**src/rtl/seven_seg_scan_driver.sv**
```systemverilog
// Scans four BCD digits onto a common-anode display with dead time, colon and field blink.
// Optional build macro LEAD_ZERO_BLANK_EN blanks the hours-tens digit when it is zero.
module seven_seg_scan_driver #(
    parameter int unsigned REFRESH_DIV = 250000,
    parameter int unsigned DEAD_CYC    = 16,
    parameter int unsigned BLINK_DIV   = 50000000
) (
    input  logic       clk,
    input  logic       rst,
    input  logic [1:0] H1,
    input  logic [3:0] H2,
    input  logic [2:0] M1,
    input  logic [3:0] M2,
    input  logic       adjust,
    input  logic       adj_hours,
    output logic [3:0] anode,
    output logic [6:0] seg,
    output logic       dp
);

    localparam int unsigned PRESC_W = (REFRESH_DIV > 1) ? $clog2(REFRESH_DIV) : 1;
    localparam int unsigned BLINK_W = (BLINK_DIV > 1) ? $clog2(BLINK_DIV) : 1;

    logic [PRESC_W-1:0] presc_q, presc_d;
    logic [1:0]         idx_q, idx_d;
    logic [BLINK_W-1:0] blink_cnt_q, blink_cnt_d;
    logic               blink_phase_q, blink_phase_d;
    logic [1:0]         sh_h1_q, sh_h1_d;
    logic [3:0]         sh_h2_q, sh_h2_d;
    logic [2:0]         sh_m1_q, sh_m1_d;
    logic [3:0]         sh_m2_q, sh_m2_d;
    logic [3:0]         anode_q, anode_d;
    logic [6:0]         seg_q, seg_d;
    logic               dp_q, dp_d;

    logic               presc_wrap;
    logic               blink_wrap;
    logic               field_sel;
    logic               lz_blank;
    logic               blank;
    logic [3:0]         digit;

    function automatic logic [6:0] decode(input logic [3:0] d);
        case (d)
            4'd0:    decode = 7'h40;
            4'd1:    decode = 7'h79;
            4'd2:    decode = 7'h24;
            4'd3:    decode = 7'h30;
            4'd4:    decode = 7'h19;
            4'd5:    decode = 7'h12;
            4'd6:    decode = 7'h02;
            4'd7:    decode = 7'h78;
            4'd8:    decode = 7'h00;
            4'd9:    decode = 7'h10;
            default: decode = 7'h3F;
        endcase
    endfunction

    // Next-state for counters and shadow digits, and registered display outputs.
    always_comb begin
        presc_d       = presc_q;
        idx_d         = idx_q;
        blink_cnt_d   = blink_cnt_q;
        blink_phase_d = blink_phase_q;
        sh_h1_d       = sh_h1_q;
        sh_h2_d       = sh_h2_q;
        sh_m1_d       = sh_m1_q;
        sh_m2_d       = sh_m2_q;
        anode_d       = 4'b1111;
        seg_d         = 7'h7F;
        dp_d          = 1'b1;
        digit         = 4'd0;
        lz_blank      = 1'b0;

        presc_wrap = (presc_q == PRESC_W'(REFRESH_DIV - 1));
        presc_d    = presc_wrap ? '0 : presc_q + PRESC_W'(1);
        if (presc_wrap) begin
            idx_d = idx_q + 2'd1;
        end

        // Capture only at the frame boundary so one frame never mixes old and new time.
        if (presc_wrap && (idx_q == 2'd3)) begin
            sh_h1_d = H1;
            sh_h2_d = H2;
            sh_m1_d = M1;
            sh_m2_d = M2;
        end

        blink_wrap  = (blink_cnt_q == BLINK_W'(BLINK_DIV - 1));
        blink_cnt_d = blink_wrap ? '0 : blink_cnt_q + BLINK_W'(1);
        if (blink_wrap) begin
            blink_phase_d = ~blink_phase_q;
        end

        case (idx_q)
            2'd0:    digit = sh_m2_q;
            2'd1:    digit = {1'b0, sh_m1_q};
            2'd2:    digit = sh_h2_q;
            default: digit = {2'b00, sh_h1_q};
        endcase

`ifdef LEAD_ZERO_BLANK_EN
        lz_blank = (idx_q == 2'd3) && (sh_h1_q == 2'd0);
`else
        lz_blank = 1'b0;
`endif

        field_sel = adj_hours ? idx_q[1] : ~idx_q[1];
        blank = (presc_q < PRESC_W'(DEAD_CYC))
              || (adjust && blink_phase_q && field_sel)
              || lz_blank;

        if (!blank) begin
            anode_d = ~(4'b0001 << idx_q);
            seg_d   = decode(digit);
            dp_d    = ~((idx_q == 2'd2) && (adjust || !blink_phase_q));
        end
    end

    always_ff @(posedge clk or negedge rst) begin
        if (!rst) begin
            presc_q       <= '0;
            idx_q         <= 2'd0;
            blink_cnt_q   <= '0;
            blink_phase_q <= 1'b0;
            sh_h1_q       <= 2'd0;
            sh_h2_q       <= 4'd0;
            sh_m1_q       <= 3'd0;
            sh_m2_q       <= 4'd0;
            anode_q       <= 4'b1111;
            seg_q         <= 7'h7F;
            dp_q          <= 1'b1;
        end else begin
            presc_q       <= presc_d;
            idx_q         <= idx_d;
            blink_cnt_q   <= blink_cnt_d;
            blink_phase_q <= blink_phase_d;
            sh_h1_q       <= sh_h1_d;
            sh_h2_q       <= sh_h2_d;
            sh_m1_q       <= sh_m1_d;
            sh_m2_q       <= sh_m2_d;
            anode_q       <= anode_d;
            seg_q         <= seg_d;
            dp_q          <= dp_d;
        end
    end

    assign anode = anode_q;
    assign seg   = seg_q;
    assign dp    = dp_q;

endmodule

```
**config.mk**
```make
export PLATFORM = sky130hd
export DESIGN_NAME = seven_seg_scan_driver
export DESIGN_NICKNAME = d
export VERILOG_FILES = /design/src/rtl/seven_seg_scan_driver.sv
export SDC_FILE = /design/constraint.sdc
export NUM_CORES = 1
export LEC_CHECK = 0
export CAP_MARGIN = 20
export CELL_PAD_IN_SITES_DETAIL_PLACEMENT = 1
export CELL_PAD_IN_SITES_GLOBAL_PLACEMENT = 2
export CORE_ASPECT_RATIO = 0.8
export CORE_MARGIN = 2
export CORE_UTILIZATION = 38
export CTS_CLUSTER_DIAMETER = 80
export DETAILED_ROUTE_END_ITERATION = 8
export DONT_BUFFER_PORTS = 1
export PLACE_DENSITY = 0.72
export SLEW_MARGIN = 10
export SYNTH_ARGS = -nofsm -noshare
export SYNTH_HDL_FRONTEND = slang
export SYNTH_SLANG_ARGS = --single-unit
```
**constraint.sdc**
```tcl
create_clock -name clk -period 2.1 [get_ports clk]
set_input_delay 0.315 -clock clk [delete_from_list [all_inputs] [get_ports clk]]
set_output_delay 0.315 -clock clk [all_outputs]
set_load 0.01 [all_outputs]
```
==> results.yml <==
timing:
  setup-violations-final: 0
  period_share_pct: 97.2
  relSlewSlack_pct: 56.4
  hold_viol_final: 0
  worst_pin_slew_ns: 0.654
  layout_setup_ws_ns: 0.0589
  max_freq_mhz: 490
  slew_violations: 0
  final.setup_skew_ns: 0.00719
  finalCriticalPeriod_ns: 2.04
  timing.hold.ws_ns: 0.127
routing:
  ant_nets: 0
  num_vias: 2482
  wl_per_cell_um: 17.5
  wl_mm: 8.05
  first_pass_iters: 6
  viasPerCell: 5.38
  drc: 0
  drt-initial-drc-count: 116
die:
  num_rows: 31
  fp.dieH_um: 90.1
  fp.coreArea_mm2: 0.00904
  die_w_um: 112
  io_pins: 29
  start_util_pct: 39.0
  die_area_mm2: 0.0101
global_route:
  grt_util_all_layers_pct: 17.3
  grtUsageMet2_pct: 25.6
  use_met1_pct: 24.3
  grt-ovfl-total: 0
  grt.met3_usage_pct: 4.65
  grt_antenna_before_repair: 0
  grt_pass1_wl_mm: 13.8
  grt_start_max_net_pins: 73
  grt_pass1_vias: 2659
  top_usage_layer: "met2"
critical_path:
  critPathSlowestCell: "dfrtp_1"
  rr_worst_depth: 11
  critical_path_class: "reg -> reg"
  r2r_start: "idx_q[0]"
  startpoint_type: "flip-flop"
  reg2reg_to: "seg[3]"
  reg2reg_slack_ns: 0.06
  path_buf_inv: 4
  cp_num_cells: 11
  cpLargestDelayFamily: "buffers and inverters"
  crit_required_ns: 2.36
  critPathMaxFanout: 4
  path_cells: "buf_4 > ha_2 > a222oi_1 > buf_4 > nand2_1 > and2_4 > inv_2 > ha_1 > inv_2 > nand2_1 > nand4_1"
  crit_path_max_incr_delay_ns: 0.38
  endpoint_kind: "flip-flop"
  crit_arrival_ns: 2.30
synthesis:
  synth_warnings: 0
  synthArstFlopShare_pct: 100
  ys_seq_area_share_pct: 51.6
  mappedNetlistArea_mm2: 0.00352
  synth-seq-cells: 72
  yosysUniqueCellTypes: 49
  ys.flop_type: "dfrtp_1"
  synthCells: 313
  synth_edf_count: 0
  synth.avg_cell_area_um2: 11.3
  synthesis.nets: 340
final_layout:
  area_growth_pct: 17.8
  instances_no_fill: 461
  nets: 368
  layout-drive-gt1-share_pct: 22.8
  final_cell_mix: "dfrtp_1 (60), nand3_1 (22), buf_4 (21)"
  num_antenna_cells: 0
  mostFrequentLayoutCell: "dfrtp_1"
clock_network:
  tritoncts: "built"
  cts_buffers: 9
  cts-htree-levels: 3
  clk_path_buf_depth: 2
  clk_pin_slew_ns: 0.06
  clockRootBuffer: "clkbuf_16"
  cts.sinks: 72
  clock_latency_ns: 0.33
worst_hold_path:
  hp-start: "M1[1]"
  min_delay_path_depth: 1
  holdPathEnd: "sh_m1_q[1]"
  hold_class: "in -> reg"
power_and_ir_drop:
  peakVddDrop_mv: 0.545
  power.density_mw_per_mm2: 744
  p_comb_share_pct: 3.5
  p_int_mw: 2.45
  swShare_pct: 20.6
  p_clk_share_pct: 49.8
  p_leak_nw: 1.86
  switchingPower_mw: 0.635
  pwr-share-seq_pct: 46.7
place:
  hpwl_mm: 5.54
  dp.cells: 438
  pre_cts_ws_ns: -0.186
  portBuffers: 0
  place_congestion: 0.720
outcome:
  status: "complete, no violations"
run:
  drv_cap: 0
## routing by layer
layer  up-vias  share of wire, %
li1       1195                 -
met1      1250                51
met2        27                44
met3        10               3.3
met4         0               1.6
met5         -                 0
## worst max-delay path by stage
stage / startpoint / to / slack [ns]
final: idx_q[0] / seg[3] / 0.06
after floorplan: idx_q[0] / seg[1] / 0.07
after global routing: idx_q[0] / seg[5] / -0.03
after detailed placement: idx_q[0] / seg[1] / -0.19
after CTS: idx_q[0] / seg[5] / 0.0006
after global placement: idx_q[0] / seg[1] / -0.01
## final cells by class
| type | count | area, µm² |
|---|---|---|
| Clock buffer | 13 | 260 |
| Clock inverter | 3 | 40.0 |
| Fill cell | 967 | 4890 |
| Inverter | 10 | 37.5 |
| Multi-Input combinational cell | 225 | 1660 |
| Sequential cell | 72 | 1820 |
| Tap cell | 115 | 144 |
| Timing Repair Buffer | 23 | 195 |
## kinds of logic (layout without fill, tap and decap cells)
family          Yosys count  after routing  synth area share [%]
mux                      19             19                  6.93
compound gates           36             36                  6.86
simple gates            130            130                  21.2
buf+inv                  16             49                  2.38
xor+xnor                 30             30                  7.46
fa+ha+maj                10             10                  3.55
flops                    72             72                  51.6
## Yosys cell counts, drive strengths merged, types with 2 or more instances
cell type / instances / area share (%)
dfrtp: 60 / 43
ha: 10 / 3.6
inv: 10 / 1.1
mux2i: 6 / 1.7
and4: 7 / 1.7
nor4: 8 / 1.4
xnor2: 17 / 4.2
and3: 6 / 1.1
clkbuf: 2 / 0.25
o31ai: 4 / 0.85
nand2: 19 / 2.0
a21oi: 7 / 0.99
nor4b: 2 / 0.50
or4: 5 / 1.1
dfstp: 12 / 9.0
xor2: 13 / 3.2
nor3: 5 / 0.71
and2: 7 / 1.3
nand4: 15 / 3.1
buf: 4 / 1.1
nand2b: 4 / 0.71
nor2: 19 / 2.1
o21ai: 12 / 1.7
a222oi: 3 / 0.85
or3: 5 / 0.92
mux2: 13 / 5.2
nor2b: 3 / 0.53
nand3: 23 / 3.6
## sequential cells by signal (all words and copies together) (netlist names), 3 cells and up
register and cells:
sh_h2_q 4, sh_m1_q 3, seg 7, presc_q 18, blink_cnt_q 26, anode 4, sh_m2_q 4
## power groups by stage
stage / clock [mW] / combinational, mW / sequential [mW]
after floorplan: 0 / 0.0484 / 1.46
after global placement: 0 / 0.0619 / 1.47
after detailed placement: 0 / 0.0632 / 1.47
after CTS: 1.59 / 0.105 / 1.44
after global routing: 1.64 / 0.122 / 1.44
final: 1.54 / 0.108 / 1.44
## stage by stage
stage | TNS, ns | cell area [µm²] | power [mW] | utilization, %
2_1_floorplan | 0 | 3520 | 1.51 | -
3_3_place_gp | -0.00978 | 3740 | 1.53 | 41.4
3_5_place_dp | -0.207 | 3740 | 1.53 | 41.4
4_1_cts | 0 | 4110 | 3.13 | 45.5
5_1_grt | -0.0598 | 4150 | 3.20 | 45.9
6_report | 0 | 4150 | 3.09 | 45.9
## timing repair
item | CTS | global route
hold buffers | 2 | 0
pin swaps | 1 | 5
endpoints found under the setup margin | 4 | 8
resized for setup | 5 | 8
hold endpoints to repair | 72 | 0
setup buffers | 3 | 2
No activity file was read; power rests on OpenSTA's default activity.
